File: src/rtl/map_pkg.sv
// Shared constants and FSM state type for the max-log-MAP branch-metric unit.
package map_pkg;

    localparam int METRIC_W   = 16;
    localparam int TAIL_LEN   = 3;
    localparam int NUM_STATES = 8;

    localparam logic signed [METRIC_W-1:0] METRIC_MAX = {1'b0, {(METRIC_W-1){1'b1}}};
    localparam logic signed [METRIC_W-1:0] METRIC_MIN = {1'b1, {(METRIC_W-1){1'b0}}};

    typedef enum logic [1:0] {
        ST_IDLE,
        ST_RUN,
        ST_DRAIN,
        ST_DONE
    } bmu_state_e;

endpackage

File: src/rtl/bm_sat.sv
// Halves an 18-bit metric sum (floor) and reduces it to METRIC_W bits.
// BMU_SAT_EN defined: saturate to [METRIC_MIN, METRIC_MAX]; undefined: keep the low bits (wrap).
module bm_sat
    import map_pkg::*;
(
    input  logic signed [METRIC_W+1:0] sum_i,
    output logic signed [METRIC_W-1:0] metric_o
);

    logic signed [METRIC_W:0] half;

    // Dropping the LSB of a two's-complement value is an arithmetic shift, i.e. floor(sum/2).
    assign half = sum_i[METRIC_W+1:1];

`ifdef BMU_SAT_EN
    logic unused_bits;
    assign unused_bits = sum_i[0];

    always_comb begin
        metric_o = half[METRIC_W-1:0];
        if (half[METRIC_W] != half[METRIC_W-1]) begin
            metric_o = half[METRIC_W] ? METRIC_MIN : METRIC_MAX;
        end
    end
`else
    logic [1:0] unused_bits;
    assign unused_bits = {half[METRIC_W], sum_i[0]};
    assign metric_o    = half[METRIC_W-1:0];
`endif

endmodule

File: src/rtl/map_bmu.sv
// Branch-metric unit for the 8-state max-log-MAP decoder: two-stage pipeline producing gamma(u,p)
// per trellis step, framed by a block FSM. Metric reduction saturates when BMU_SAT_EN is defined.
//
// state | meaning
// IDLE  | waiting for start
// RUN   | accepting samples, step counter advancing
// DRAIN | last sample still in the pipeline (2 cycles)
// DONE  | done_bm pulse, back to IDLE
module map_bmu
    import map_pkg::*;
#(
    parameter int BLK_LEN = 256,
    parameter int IDX_W   = $clog2(BLK_LEN + 3)
) (
    input  logic                       clk,
    input  logic                       rst,
    input  logic                       start,
    input  logic                       in_valid,
    output logic                       in_ready,
    input  logic signed [METRIC_W-1:0] ys,
    input  logic signed [METRIC_W-1:0] yp,
    input  logic signed [METRIC_W-1:0] la,
    output logic                       out_valid,
    output logic [IDX_W-1:0]           out_idx,
    output logic                       out_tail,
    output logic signed [METRIC_W-1:0] g00,
    output logic signed [METRIC_W-1:0] g01,
    output logic signed [METRIC_W-1:0] g10,
    output logic signed [METRIC_W-1:0] g11,
    output logic                       done_bm
);

    localparam logic [IDX_W-1:0] LAST_STEP  = IDX_W'(BLK_LEN + TAIL_LEN - 1);
    localparam logic [IDX_W-1:0] TAIL_FIRST = IDX_W'(BLK_LEN);

    bmu_state_e       state_q, state_d;
    logic [IDX_W-1:0] step_q, step_d;
    logic             drain_q, drain_d;
    logic             accept;

    assign accept = in_valid && (state_q == ST_RUN);

    always_ff @(posedge clk) begin
        if (!rst) begin
            state_q <= ST_IDLE;
            step_q  <= '0;
            drain_q <= 1'b0;
        end else begin
            state_q <= state_d;
            step_q  <= step_d;
            drain_q <= drain_d;
        end
    end

    always_comb begin
        state_d  = state_q;
        step_d   = step_q;
        drain_d  = drain_q;
        in_ready = 1'b0;
        done_bm  = 1'b0;
        case (state_q)
            ST_IDLE: begin
                if (start) begin
                    state_d = ST_RUN;
                    step_d  = '0;
                end
            end
            ST_RUN: begin
                in_ready = 1'b1;
                if (in_valid) begin
                    step_d = step_q + 1'b1;
                    if (step_q == LAST_STEP) begin
                        state_d = ST_DRAIN;
                        drain_d = 1'b1;
                    end
                end
            end
            ST_DRAIN: begin
                if (drain_q == 1'b0) begin
                    state_d = ST_DONE;
                end else begin
                    drain_d = drain_q - 1'b1;
                end
            end
            ST_DONE: begin
                done_bm = 1'b1;
                state_d = ST_IDLE;
            end
            default: state_d = ST_IDLE;
        endcase
    end

    // Stage 1: a-priori masked on tail steps, systematic sum formed at 17 bits.
    logic                       is_tail;
    logic signed [METRIC_W-1:0] la_eff;
    logic signed [METRIC_W:0]   s_d;

    assign is_tail = (step_q >= TAIL_FIRST);
    assign la_eff  = is_tail ? '0 : la;
    assign s_d     = {ys[METRIC_W-1], ys} + {la_eff[METRIC_W-1], la_eff};

    logic                       s1_valid_q;
    logic signed [METRIC_W:0]   s_q;
    logic signed [METRIC_W-1:0] yp_q;
    logic [IDX_W-1:0]           idx1_q;
    logic                       tail1_q;

    always_ff @(posedge clk) begin
        if (!rst) begin
            s1_valid_q <= 1'b0;
            s_q        <= '0;
            yp_q       <= '0;
            idx1_q     <= '0;
            tail1_q    <= 1'b0;
        end else begin
            s1_valid_q <= accept;
            if (accept) begin
                s_q     <= s_d;
                yp_q    <= yp;
                idx1_q  <= step_q;
                tail1_q <= is_tail;
            end
        end
    end

    // Stage 2: the four signed combinations at 18 bits, then halve and reduce.
    logic signed [METRIC_W+1:0] sp, ypx;
    logic signed [METRIC_W+1:0] sum00, sum01, sum10, sum11;
    logic signed [METRIC_W-1:0] m00, m01, m10, m11;

    assign sp    = {s_q[METRIC_W], s_q};
    assign ypx   = {{2{yp_q[METRIC_W-1]}}, yp_q};
    assign sum11 = sp + ypx;
    assign sum10 = sp - ypx;
    assign sum01 = ypx - sp;
    assign sum00 = -sp - ypx;

    bm_sat u_sat00 (.sum_i(sum00), .metric_o(m00));
    bm_sat u_sat01 (.sum_i(sum01), .metric_o(m01));
    bm_sat u_sat10 (.sum_i(sum10), .metric_o(m10));
    bm_sat u_sat11 (.sum_i(sum11), .metric_o(m11));

    logic                       out_valid_q;
    logic [IDX_W-1:0]           out_idx_q;
    logic                       out_tail_q;
    logic signed [METRIC_W-1:0] g00_q, g01_q, g10_q, g11_q;

    always_ff @(posedge clk) begin
        if (!rst) begin
            out_valid_q <= 1'b0;
            out_idx_q   <= '0;
            out_tail_q  <= 1'b0;
            g00_q       <= '0;
            g01_q       <= '0;
            g10_q       <= '0;
            g11_q       <= '0;
        end else begin
            out_valid_q <= s1_valid_q;
            if (s1_valid_q) begin
                out_idx_q  <= idx1_q;
                out_tail_q <= tail1_q;
                g00_q      <= m00;
                g01_q      <= m01;
                g10_q      <= m10;
                g11_q      <= m11;
            end
        end
    end

    assign out_valid = out_valid_q;
    assign out_idx   = out_idx_q;
    assign out_tail  = out_tail_q;
    assign g00       = g00_q;
    assign g01       = g01_q;
    assign g10       = g10_q;
    assign g11       = g11_q;

endmodule

File: config.mk
export PLATFORM = sky130hd
export DESIGN_NAME = map_bmu
export DESIGN_NICKNAME = d
export VERILOG_FILES = /design/src/rtl/map_pkg.sv /design/src/rtl/bm_sat.sv /design/src/rtl/map_bmu.sv
export SDC_FILE = /design/constraint.sdc
export NUM_CORES = 1
export LEC_CHECK = 0
export CELL_PAD_IN_SITES_DETAIL_PLACEMENT = 1
export CELL_PAD_IN_SITES_GLOBAL_PLACEMENT = 2
export CORE_ASPECT_RATIO = 0.7
export CORE_MARGIN = 3
export CORE_UTILIZATION = 34
export CTS_BUF_LIST = sky130_fd_sc_hd__clkbuf_4 sky130_fd_sc_hd__clkbuf_8
export DETAILED_ROUTE_END_ITERATION = 7
export PLACE_DENSITY = 0.9
export RECOVER_POWER = 100
export SLEW_MARGIN = 10
export SYNTH_ARGS = -nofsm -noshare
export SYNTH_HDL_FRONTEND = slang
export SYNTH_SLANG_ARGS = --single-unit
export TNS_END_PERCENT = 30
File: constraint.sdc
create_clock -name clk -period 3.5 [get_ports clk]
set_input_delay 0.7 -clock clk [delete_from_list [all_inputs] [get_ports clk]]
set_output_delay 0.7 -clock clk [all_outputs]
set_load 0.005 [all_outputs]
* After elaboration in Yosys (flattened, before gate mapping)
Cells that the tools add are included.
Cells by class: $add $sub $neg 8, multiply operators 0, div/mod/pow operators 0, magnitude comparators 1, equal/unequal tests 8, shifts and indexed selects 0, multiplexer cells 15, bitwise gates (word level) 0, reduce and logical (&&, ||, !) cells 7
Operator list (number):
- $sub 17x16->17 | 2
- $mux 9 | 2
- $pmux 9 s2 | 1
- $add 16x16->17 | 1
- $add 17x16->17 | 1
- $neg 17->17 | 1
- $sub 16x17->17 | 1
- $mux 16 | 1
- $add 9x1->9 const B | 1
- $eq 9x9->1 const B | 1
- $ge 9x9->1 const B | 1
- $mux 2 | 4
- $pmux 2 s4 | 1
- $ne 2x2->1 const B | 3
- $reduce_and 3->1 | 2
- $mux 1 | 5
- $eq 2x2->1 const B | 2
- $reduce_and 4->1 | 1
- $reduce_bool 2->1 | 2
- $eq 2x1->1 const B | 1
- $logic_not 2->1 | 1
- $ne 2x1->1 const B | 1
- $pmux 1 s2 | 1
- $logic_and 1x1->1 | 1
- $sub 1x1->1 const B | 1
Storage, ports and cells: flip-flop bits (word level) 131, bits in latches 0, RAM bits 0, bits in read-only memories 0, output and inout bits 77, logic and storage cells 54, memories 0

* Longest topological paths before layout
Gate-level depths: netlist (run 1).
depth after elaboration 4, gate-level depth with buffers 13

* Cells and area by module
Synthesis (run 1) repeated with hierarchy kept, for this count alone.
Unflattened totals: cell total of the unflattened synthesis 1187, area, all modules 10000.8 um2
Modules (own cells, without submodules):
- map_bmu | instances 1, cells each 1123, area each 9520.4 um2
- bm_sat | instances 4, cells each 16, area each 120.1 um2

* Least setup slack after synthesis (run 1)
Ideal clock, no wire load.
kind reg2reg, start reg step_q[8], end reg s_q[14], library setup time 0.065 ns, arrival time 3.127 ns, slack 0.308 ns, cell stages (with the launch flop) 14, buffers on the path 2, cell sequence dfxtp_1 > clkbuf_1 > clkbuf_1 > nor2b_1 > ha_1 > fa_1 > a21o_1 > a21oi_1 > o21bai_1 > a2111oi_2 > o311ai_0 > xnor2_1 > mux2_2 > nor2_1
On the way: longest elaborated chain between the ends 3
RTL lines:
- start, declared | line map_bmu.sv:37 | logic [IDX_W-1:0] step_q, step_d;
- start signal, assigned | line map_bmu.sv:50 | step_q <= step_d;
- $ge 9x9->1 | line map_bmu.sv:98 | assign is_tail = (step_q >= TAIL_FIRST);
- $mux 16 | line map_bmu.sv:99 | assign la_eff = is_tail ? '0 : la;
- $add 16x16->17 | line map_bmu.sv:100 | assign s_d = {ys[METRIC_W-1], ys} + {la_eff[METRIC_W-1], la_eff};
- end signal, assigned | line map_bmu.sv:111 | s_q <= '0;
- end signal, assigned | line map_bmu.sv:118 | s_q <= s_d;
- end, declared | line map_bmu.sv:103 | logic signed [METRIC_W:0] s_q;
No other way between the ends. A chain may end at the register's enable or synchronous reset.

* Worst setup path in the final report (run 1)
start in la[0], end reg s_q[14]
On the way: longest elaborated chain between the ends 2
RTL lines:
- start, declared | line map_bmu.sv:22 | input logic signed [METRIC_W-1:0] la,
- $mux 16 | line map_bmu.sv:99
- $add 16x16->17 | line map_bmu.sv:100
No other way between the ends.

==> impl_metrics.yaml, run 1 <==
yosys:
  ys_seq_area_share_pct: 30.32
  synth_top_area_cell: "dfxtp_1"
  yosys_warnings: 0
  synth.avg_cell_area_um2: 8.177
  synth_top_family_by_area: "compound AO/OA/AOI/OAI gates"
  synth_cell_types: 60
  synth_fp_nets: 1217
  synth_area_leaders: "dfxtp_1, ha_1, a21oi_1"
  syn_inst: 1058
  async_reset_ff_share_pct: 0
  synth_edf_count: 0
  synth-main-ff-cell: "dfxtp_1"
  synthMuxAreaShare_pct: 3.905
  yosys.area_share.simple_pct: 17.15
  syn_area_mm2: 0.008651
  synth-compound-area-share_pct: 19.45
  synthAdderAreaFrac_pct: 15.91
  synth.top_cell.area_share_pct: 30.32
  ys_ff_latch: 131
  synth_xor_area_share_pct: 8.100
setup_path:
  startpoint_type: "input port"
  critical_path_arrival_ps: 3640
  crit_fanout: 4
  cp-end-kind: "register"
  worstSetupStartpoint: "la[0]"
  crit_path_cell_trace: "clkdlybuf4s50_1 > nor2b_1 > ha_1 > fa_1 > a21o_1 > a21oi_1 > o21bai_1 > a2111oi_2 > clkbuf_1 > o311ai_0 > xnor2_1 > mux2_2 > nor2_1"
  slowest_stage: "clkdlybuf4s50_1"
  max_stage_delay_ps: 390
  critical_path_required_ps: 3900
  crit_type: "input port to register"
  crit_buf_inv: 2
  r2r-start: "s_q[4]"
  critPathTopFamily: "compound AO/OA/AOI/OAI gates"
drt:
  drc: 0
  finalWirelength_mm: 26.21
  vias_per_cell: 5.102
  wl_met2_mm: 10.40
  first_iter_violations: 454
  ant_nets: 0
  routed-via-count: 7750
  drtPass1Iterations: 5
  wl_met3_mm: 1.187
  wire_per_inst_um: 17.25
  wl_met1_mm: 14.32
  top_layer: "met5"
sta:
  setup_violations: 0
  fin_skew_ps: 22.43
  grt_setup_unrepaired: "false"
  max_freq_mhz: 308.3
  worst_slack_ps: 256.2
  slew-limit-headroom_pct: 28.76
  period_share_pct: 92.68
  worst_pin_slew_ps: 1069
  fin_crit_ps: 3244
  hold_violations: 0
  maxSlewViolCount: 0
placed_design:
  place_congestion: 0.9146
  dpl.hpwl_mm: 20.74
  dp_slack_ps: -185.7
  numPortBuffers: 128
  place_inst: 1487
clock_network:
  ctsResizeCount: 0
  cts_hold_buf: 0
  cts.sinks: 131
  post_cts_buffers: 0
  clk_latency_ps: 470
  cts_root_buf: "clkbuf_8"
  cts_buffer_depth: 2
  cts_tree: "yes"
  cts_max_level: 4
  path_clk_slew_ps: 100
  cts_made_buffers: 17
global_routing:
  grt_max_degree: 107
  grt_pass1_wl_mm: 42.03
  grt-ovfl-total: 0
  antenna_found_initial: 2
  grt_usage_pct: 19.10
  first_global_vias: 7727
floorplanning:
  pin_count: 129
  rows: 48
  die_w_um: 196.7
  core_mm2: 0.02480
  dieHeight_um: 139.5
  start_util_pct: 34.88
  dieArea_mm2: 0.02742
flow_run:
  drv_cap: 0
cells_and_area:
  drive_gt1_share_pct: 5.695
  final_nets: 1340
  antenna_cells: 0
  final_cells: 1519
  area_growth_syn_to_layout_pct: 23.84
  final_common_cell: "dfxtp_1"
  final_cell_mix: "dfxtp_1, nand2_1, nor2_1, a21oi_1, ha_1"
power_and_ir_drop:
  p_per_area_mw_per_mm2: 698.2
  peakVddDrop_uv: 319.9
  finalPower_mw: 7.480
  leakage_nw: 4.361
status:
  status: "finished clean"
min_path:
  hp-class: "register to register"
  hp-start: "g00[10]"
kinds of logic after synthesis:
kind of cell | count (synthesis)
compound gates | 263
simple gates | 329
flops | 131
fa+ha+maj | 107
xor+xnor | 80
buf+inv | 115
mux | 33
flip-flops by register name, indices dropped and copies added (netlist names):
register    cells
drain_q         1
g00            16
g01            16
g10            16
g11            16
idx1_q          9
out_idx         9
out_tail        1
out_valid       1
s1_valid_q      1
s_q            17
state_q         2
step_q          9
tail1_q         1
yp_q           16
worst reg2reg max path, cell delays in order, from the launching register on:
cell and delay (ps):
dfxtp_1 440, inv_1 130, ha_1 380, clkbuf_1 220, clkbuf_1 220, nor3_1 440
nand2_1 100, nand3b_1 150, a21oi_1 120, o21a_1 220, o21bai_1 280, xnor2_1 210
a21oi_1 100
area by class of cell:
class,count,area (um^2)
Tap cell,325,406.6
Inverter,60,225.2
Multi-Input combinational cell,812,5562
Timing Repair Buffer,159,1498
Clock buffer,17,234.0
Fill cell,2957,14090
Clock inverter,15,161.4
Sequential cell,131,2626
worst paths after layout:
kind	end	slack (ps)	depth (start not counted)
min reg2reg	g00[10]	460	2
max	s_q[14]	260	13
min	g00[10]	460	2
max reg2reg	g10[11]	350	12
per-stage QoR:
stage	utilization [%]	hold slack, ps	setup TNS, ps	area [um^2]
6_report	43.19	457.0	0	10710
5_1_grt	43.19	481.1	0	10710
4_1_cts	43.39	464.1	0	10760
3_5_place_dp	41.79	449.6	-482.3	10370
3_3_place_gp	41.79	440.4	-156.2	10370
2_1_floorplan	-	436.0	0	8651
Yosys cell counts (all sizes together) (5+ instances only):
master,n
nor3,12
and3,7
nand2,121
nor2,105
nand3,17
nand2b,10
a221oi,9
fa,5
xnor2,53
xor2,27
buf,9
nor2b,22
o21a,5
mux2i,30
clkbuf,46
nand3b,5
nand4,7
a21o,10
and2,7
a311oi,5
a211oi,32
o31ai,6
o211ai,5
o21ai,49
dfxtp,131
inv,57
ha,102
o21bai,21
a21oi,102
power by group:
part | internal [mW] | switching [mW] | leakage, nW
Clock | 0.596 | 0.708 | 0.200
Sequential | 1.68 | 0.171 | 1.06
Combinational | 1.81 | 2.51 | 3.10
Total | 4.09 | 3.39 | 4.36
metal layers:
layer | GRT usage [%] | up-vias
met2 | 26.96 | 169
met1 | 29.67 | 3671
met5 | 0 | -
met3 | 4.090 | 26
met4 | 3.711 | 4
li1 | - | 3880
No activity file was read; power rests on OpenSTA's default activity.
==> inputs of run 2 (changes only) <==
--- a/config.mk
+++ b/config.mk
@@ -12,6 +12,7 @@
 export CORE_UTILIZATION = 34
 export CTS_BUF_LIST = sky130_fd_sc_hd__clkbuf_4 sky130_fd_sc_hd__clkbuf_8
 export DETAILED_ROUTE_END_ITERATION = 7
+export MAX_ROUTING_LAYER = met4
 export PLACE_DENSITY = 0.9
 export RECOVER_POWER = 100
 export SLEW_MARGIN = 10
==> run 2 against run 1 <==
Against the previous run:
- cell area is essentially flat
- register-to-register slack gained 50 ps
- utilization is essentially flat
- clock skew shrank 4.6 ps
- largest cell class unchanged
- largest power group unchanged
==> impl_metrics.yaml, run 2 (synthesis gave the netlist of run 1 again) <==
global_routing:
  first_global_vias: 7743
  grt-ovfl-total: 0
  antenna_found_initial: 2
  grt_max_degree: 68
  grt_usage_pct: 19.67
  grt_pass1_wl_mm: 42.06
cells_and_area:
  final_common_cell: "dfxtp_1"
  largest_register_ffs: 17
  final_nets: 1341
  drive_gt1_share_pct: 5.941
  final_cell_mix: "dfxtp_1, nand2_1, nor2_1, a21oi_1, ha_1"
  finish.utilization_pct: 43.16
  nFillCells: 3037
  postLayoutCellArea_mm2: 0.01071
  area_growth_syn_to_layout_pct: 23.76
  top_register: "s_q"
  seqCellArea_mm2: 0.002626
  multi_input_area_mm2: 0.005563
power_and_ir_drop:
  peakVddDrop_uv: 340.2
  p_per_area_mw_per_mm2: 688.7
  leakage_nw: 4.364
setup_path:
  cp-end-kind: "register"
  crit_fanout: 4
  critical_path_required_ps: 3890
  crit_type: "input port to register"
  critical_path_arrival_ps: 3580
  startpoint_type: "input port"
sta:
  fin_skew_ps: 17.82
  period_share_pct: 90.98
  fin_crit_ps: 3184
  worst_pin_slew_ps: 1293
  max_freq_mhz: 314.0
  hold_violations: 0
  setup_violations: 0
  grt_setup_unrepaired: "false"
  slew-limit-headroom_pct: 13.79
  maxSlewViolCount: 0
clock_network:
  cts.sinks: 131
  cts_made_buffers: 17
  cts_tree: "yes"
  cts_root_buf: "clkbuf_8"
  post_cts_buffers: 0
  clk_latency_ps: 470
  ctsResizeCount: 0
  cts_hold_buf: 0
  cts_buffer_depth: 2
  path_clk_slew_ps: 90
  cts_max_level: 4
floorplanning:
  dieArea_mm2: 0.02742
  pin_count: 129
  rows: 48
  die_w_um: 196.7
  core_mm2: 0.02480
  start_util_pct: 34.88
  dieHeight_um: 139.5
placed_design:
  place_congestion: 0.9309
  numPortBuffers: 128
  dpl.hpwl_mm: 20.73
  dpl_cell_area_mm2: 0.01036
drt:
  routed-via-count: 7663
  vias_per_cell: 5.035
  ant_nets: 0
  wire_per_inst_um: 17.06
  first_iter_violations: 419
  drc: 0
  finalWirelength_mm: 25.96
  drtPass1Iterations: 5
status:
  status: "finished clean"
min_path:
  hp-class: "register to register"
flow_run:
  drv_cap: 0
[run 2: per-stage QoR]
| stage | TNS (ps) | setup WS, ps | instances | power (mW) | hold slack [ps] |
|---|---|---|---|---|---|
| floorplan | 0 | 307.6 | 1058 | 4.798 | 436.0 |
| global placement | -179.4 | -101.1 | 1488 | 6.131 | 440.8 |
| detailed placement | -432.9 | -165.2 | 1488 | 6.230 | 450.2 |
| CTS | 0 | 358.7 | 1520 | 7.542 | 463.9 |
| global route | 0 | 100.6 | 1522 | 7.980 | 487.8 |
| finish | 0 | 315.6 | 1522 | 7.373 | 455.3 |
[run 2: worst paths after layout]
path	end	start	slack, ps	cells past startpoint
worst min-delay path	g10[10]	g10[10]	460	2
worst min register to register	g10[10]	g10[10]	460	2
worst max-delay path	s_q[14]	la[0]	320	13
worst max register to register	g11[15]	s_q[7]	400	11
[run 2: power breakdown]
| part | total (mW) | internal, mW | leakage, nW | switching, mW |
|---|---|---|---|---|
| Sequential | 1.87 | 1.68 | 1.06 | 0.191 |
| Combinational | 4.23 | 1.79 | 3.11 | 2.45 |
| Clock | 1.27 | 0.597 | 0.189 | 0.674 |
[run 2: critical path: stages]
cell             delay [ps]
clkdlybuf4s50_1         400
nor2b_1                 130
ha_1                    210
fa_1                    400
a21o_1                  190
a21oi_1                 200
o21bai_1                140
a2111oi_2               390
buf_4                   180
o311ai_0                150
xnor2_1                 150
mux2_2                  270
nor2_1                   80
[run 2: cell type report]
cell class                      count  share of cell area, %
Tap cell                          325                  3.798
Timing Repair Buffer              160                  13.95
Clock inverter                     14                  1.297
Antenna cell                        2                0.04675
Clock buffer                       18                  2.314
Sequential cell                   131                  24.53
Multi-Input combinational cell    812                  51.96
Inverter                           60                  2.104
[run 2: routing by layer]
metal  vias to the layer above  GRT usage, %  share of wire, %
met5                         -             -                 0
met4                         0         4.085              0.92
met3                        20         3.872               4.4
met2                       155         26.65                39
met1                      3615         29.90                56
li1                       3873             -                 -
==> inputs of run 3 (changes only) <==
--- a/config.mk
+++ b/config.mk
@@ -15,6 +15,7 @@
 export MAX_ROUTING_LAYER = met4
 export PLACE_DENSITY = 0.9
 export RECOVER_POWER = 100
+export SETUP_SLACK_MARGIN = 0.2
 export SLEW_MARGIN = 10
 export SYNTH_ARGS = -nofsm -noshare
 export SYNTH_HDL_FRONTEND = slang
==> run 3 against run 2 <==
Against the previous run:
- clock skew about the same
- setup slack improved by 1.9 ps
- critical path depth unchanged
- via count stayed put
- non-clock buffer count unchanged
- final cell count unchanged
- wire length barely moved
- global-route usage stayed put
- highest routed layer unchanged
==> impl_metrics.yaml, run 3 (synthesis gave the netlist of run 1 again) <==
status:
  status: "finished clean"
clock_network:
  clk_latency_ps: 470
  cts_made_buffers: 17
  path_clk_slew_ps: 90
  cts_max_level: 4
  cts_tree: "yes"
  cts.sinks: 131
  post_cts_buffers: 0
  cts_root_buf: "clkbuf_8"
  cts_buffer_depth: 2
cells_and_area:
  finish.utilization_pct: 43.16
  largest_register_ffs: 17
  area_growth_syn_to_layout_pct: 23.75
  top_register: "s_q"
  final_nets: 1341
  final_common_cell: "dfxtp_1"
  nFillCells: 3038
  final_cell_mix: "dfxtp_1, nand2_1, nor2_1, a21oi_1, ha_1"
  drive_gt1_share_pct: 5.941
setup_path:
  critical_path_required_ps: 3890
  startpoint_type: "input port"
  crit_fanout: 4
  critical_path_arrival_ps: 3580
  crit_type: "input port to register"
  cp-end-kind: "register"
power_and_ir_drop:
  clkPwrFrac_pct: 17.2
  leakage_nw: 4.360
  comb_power_share_pct: 57.4
  peakVddDrop_uv: 341.8
  p_int_mw: 4.062
  p_per_area_mw_per_mm2: 688.5
  p_sw_share_pct: 44.88
  power_switching_mw: 3.308
  power_frac_seq_pct: 25.4
sta:
  grt_setup_unrepaired: "true"
  fin_crit_ps: 3182
  timing.hold.ws_ps: 455.3
  max_freq_mhz: 314.2
  hold_violations: 0
  worst_pin_slew_ps: 1298
  fin_skew_ps: 17.78
  maxSlewViolCount: 0
  fin_setup_tns_ps: 0
  slew-limit-headroom_pct: 13.46
  period_share_pct: 90.93
  setup_violations: 0
drt:
  routed-via-count: 7663
  vias_per_cell: 5.035
  drc: 0
  drtPass1Iterations: 5
  finalWirelength_mm: 25.95
  ant_nets: 0
  wire_per_inst_um: 17.05
  first_iter_violations: 426
global_routing:
  grt_pass1_wl_mm: 42.06
  use_met3_pct: 3.872
  grt_util_met2_pct: 26.65
  grt-ovfl-total: 0
  antenna_found_initial: 2
  grt_usage_pct: 19.67
  first_global_vias: 7743
  grt_use_met1_pct: 29.90
  grt_max_degree: 68
  grt_busiest_layer: "met1"
floorplanning:
  start_util_pct: 34.88
  core_mm2: 0.02480
  dieArea_mm2: 0.02742
  die_w_um: 196.7
  dieHeight_um: 139.5
  rows: 48
  pin_count: 129
min_path:
  hp-class: "register to register"
placed_design:
  numPortBuffers: 128
  place_congestion: 0.9309
  dpl.hpwl_mm: 20.73
flow_run:
  drv_cap: 0
## run 3: worst paths after layout
kind                               from  endpoint  slack (ps)  cells past startpoint
worst max-delay path              la[0]   s_q[14]         320                     13
worst min-delay path            g10[10]   g10[10]         460                      2
worst max register to register   s_q[7]   g11[15]         400                     11
worst min register to register  g10[10]   g10[10]         460                      2
## run 3: critical path, cell delays in order
cell and delay, ps:
clkdlybuf4s50_1 400, nor2b_1 130, ha_1 210, fa_1 400, a21o_1 190, a21oi_1 200
o21bai_1 140, a2111oi_2 390, buf_4 180, o311ai_0 150, xnor2_1 150, mux2_2 270
nor2_1 80
## run 3: final cells by class
| class | instances | area [um^2] | area share, % |
|---|---|---|---|
| clock buffers | 18 | 247.7 | 2.314 |
| well taps | 325 | 406.6 | 3.798 |
| repair buffers | 160 | 1490 | 13.92 |
| flip-flops and latches | 131 | 2626 | 24.53 |
| diodes | 2 | 5.005 | 0.04675 |
| inverters | 60 | 225.2 | 2.104 |
| clock inverters | 14 | 138.9 | 1.297 |
| multi-input cells | 812 | 5565 | 51.99 |
## run 3: power by group through the flow
| stage | Combinational [mW] | Clock, mW | Sequential [mW] |
|---|---|---|---|
| 2_1_floorplan | 2.96 | 0 | 1.84 |
| 3_3_place_gp | 4.23 | 0 | 1.90 |
| 3_5_place_dp | 4.32 | 0 | 1.91 |
| 4_1_cts | 4.35 | 1.32 | 1.88 |
| 5_1_grt | 4.68 | 1.40 | 1.91 |
| 6_report | 4.23 | 1.27 | 1.87 |
## run 3: timing repair
action	CTS	global route
hold endpoints to repair	0	0
endpoints found under the setup margin	0	5
gates resized for setup	0	1
hold buffers	0	0
## run 3: stage by stage
| step | total power, mW | instance area [um^2] | std cells | setup WS [ps] |
|---|---|---|---|---|
| after global placement | 6.131 | 10360 | 1488 | -101.1 |
| after floorplan | 4.798 | 8651 | 1058 | 307.6 |
| after detailed placement | 6.230 | 10360 | 1488 | -165.2 |
| after CTS | 7.542 | 10750 | 1520 | 358.7 |
| final | 7.370 | 10710 | 1522 | 317.6 |
| after global routing | 7.980 | 10710 | 1522 | 100.6 |
## run 3: layer usage
layer  part of all wire, %  vias up
li1                      -     3873
met1                    56     3614
met2                    39      155
met3                   4.4       21
met4                  0.92        0
met5                     0        -
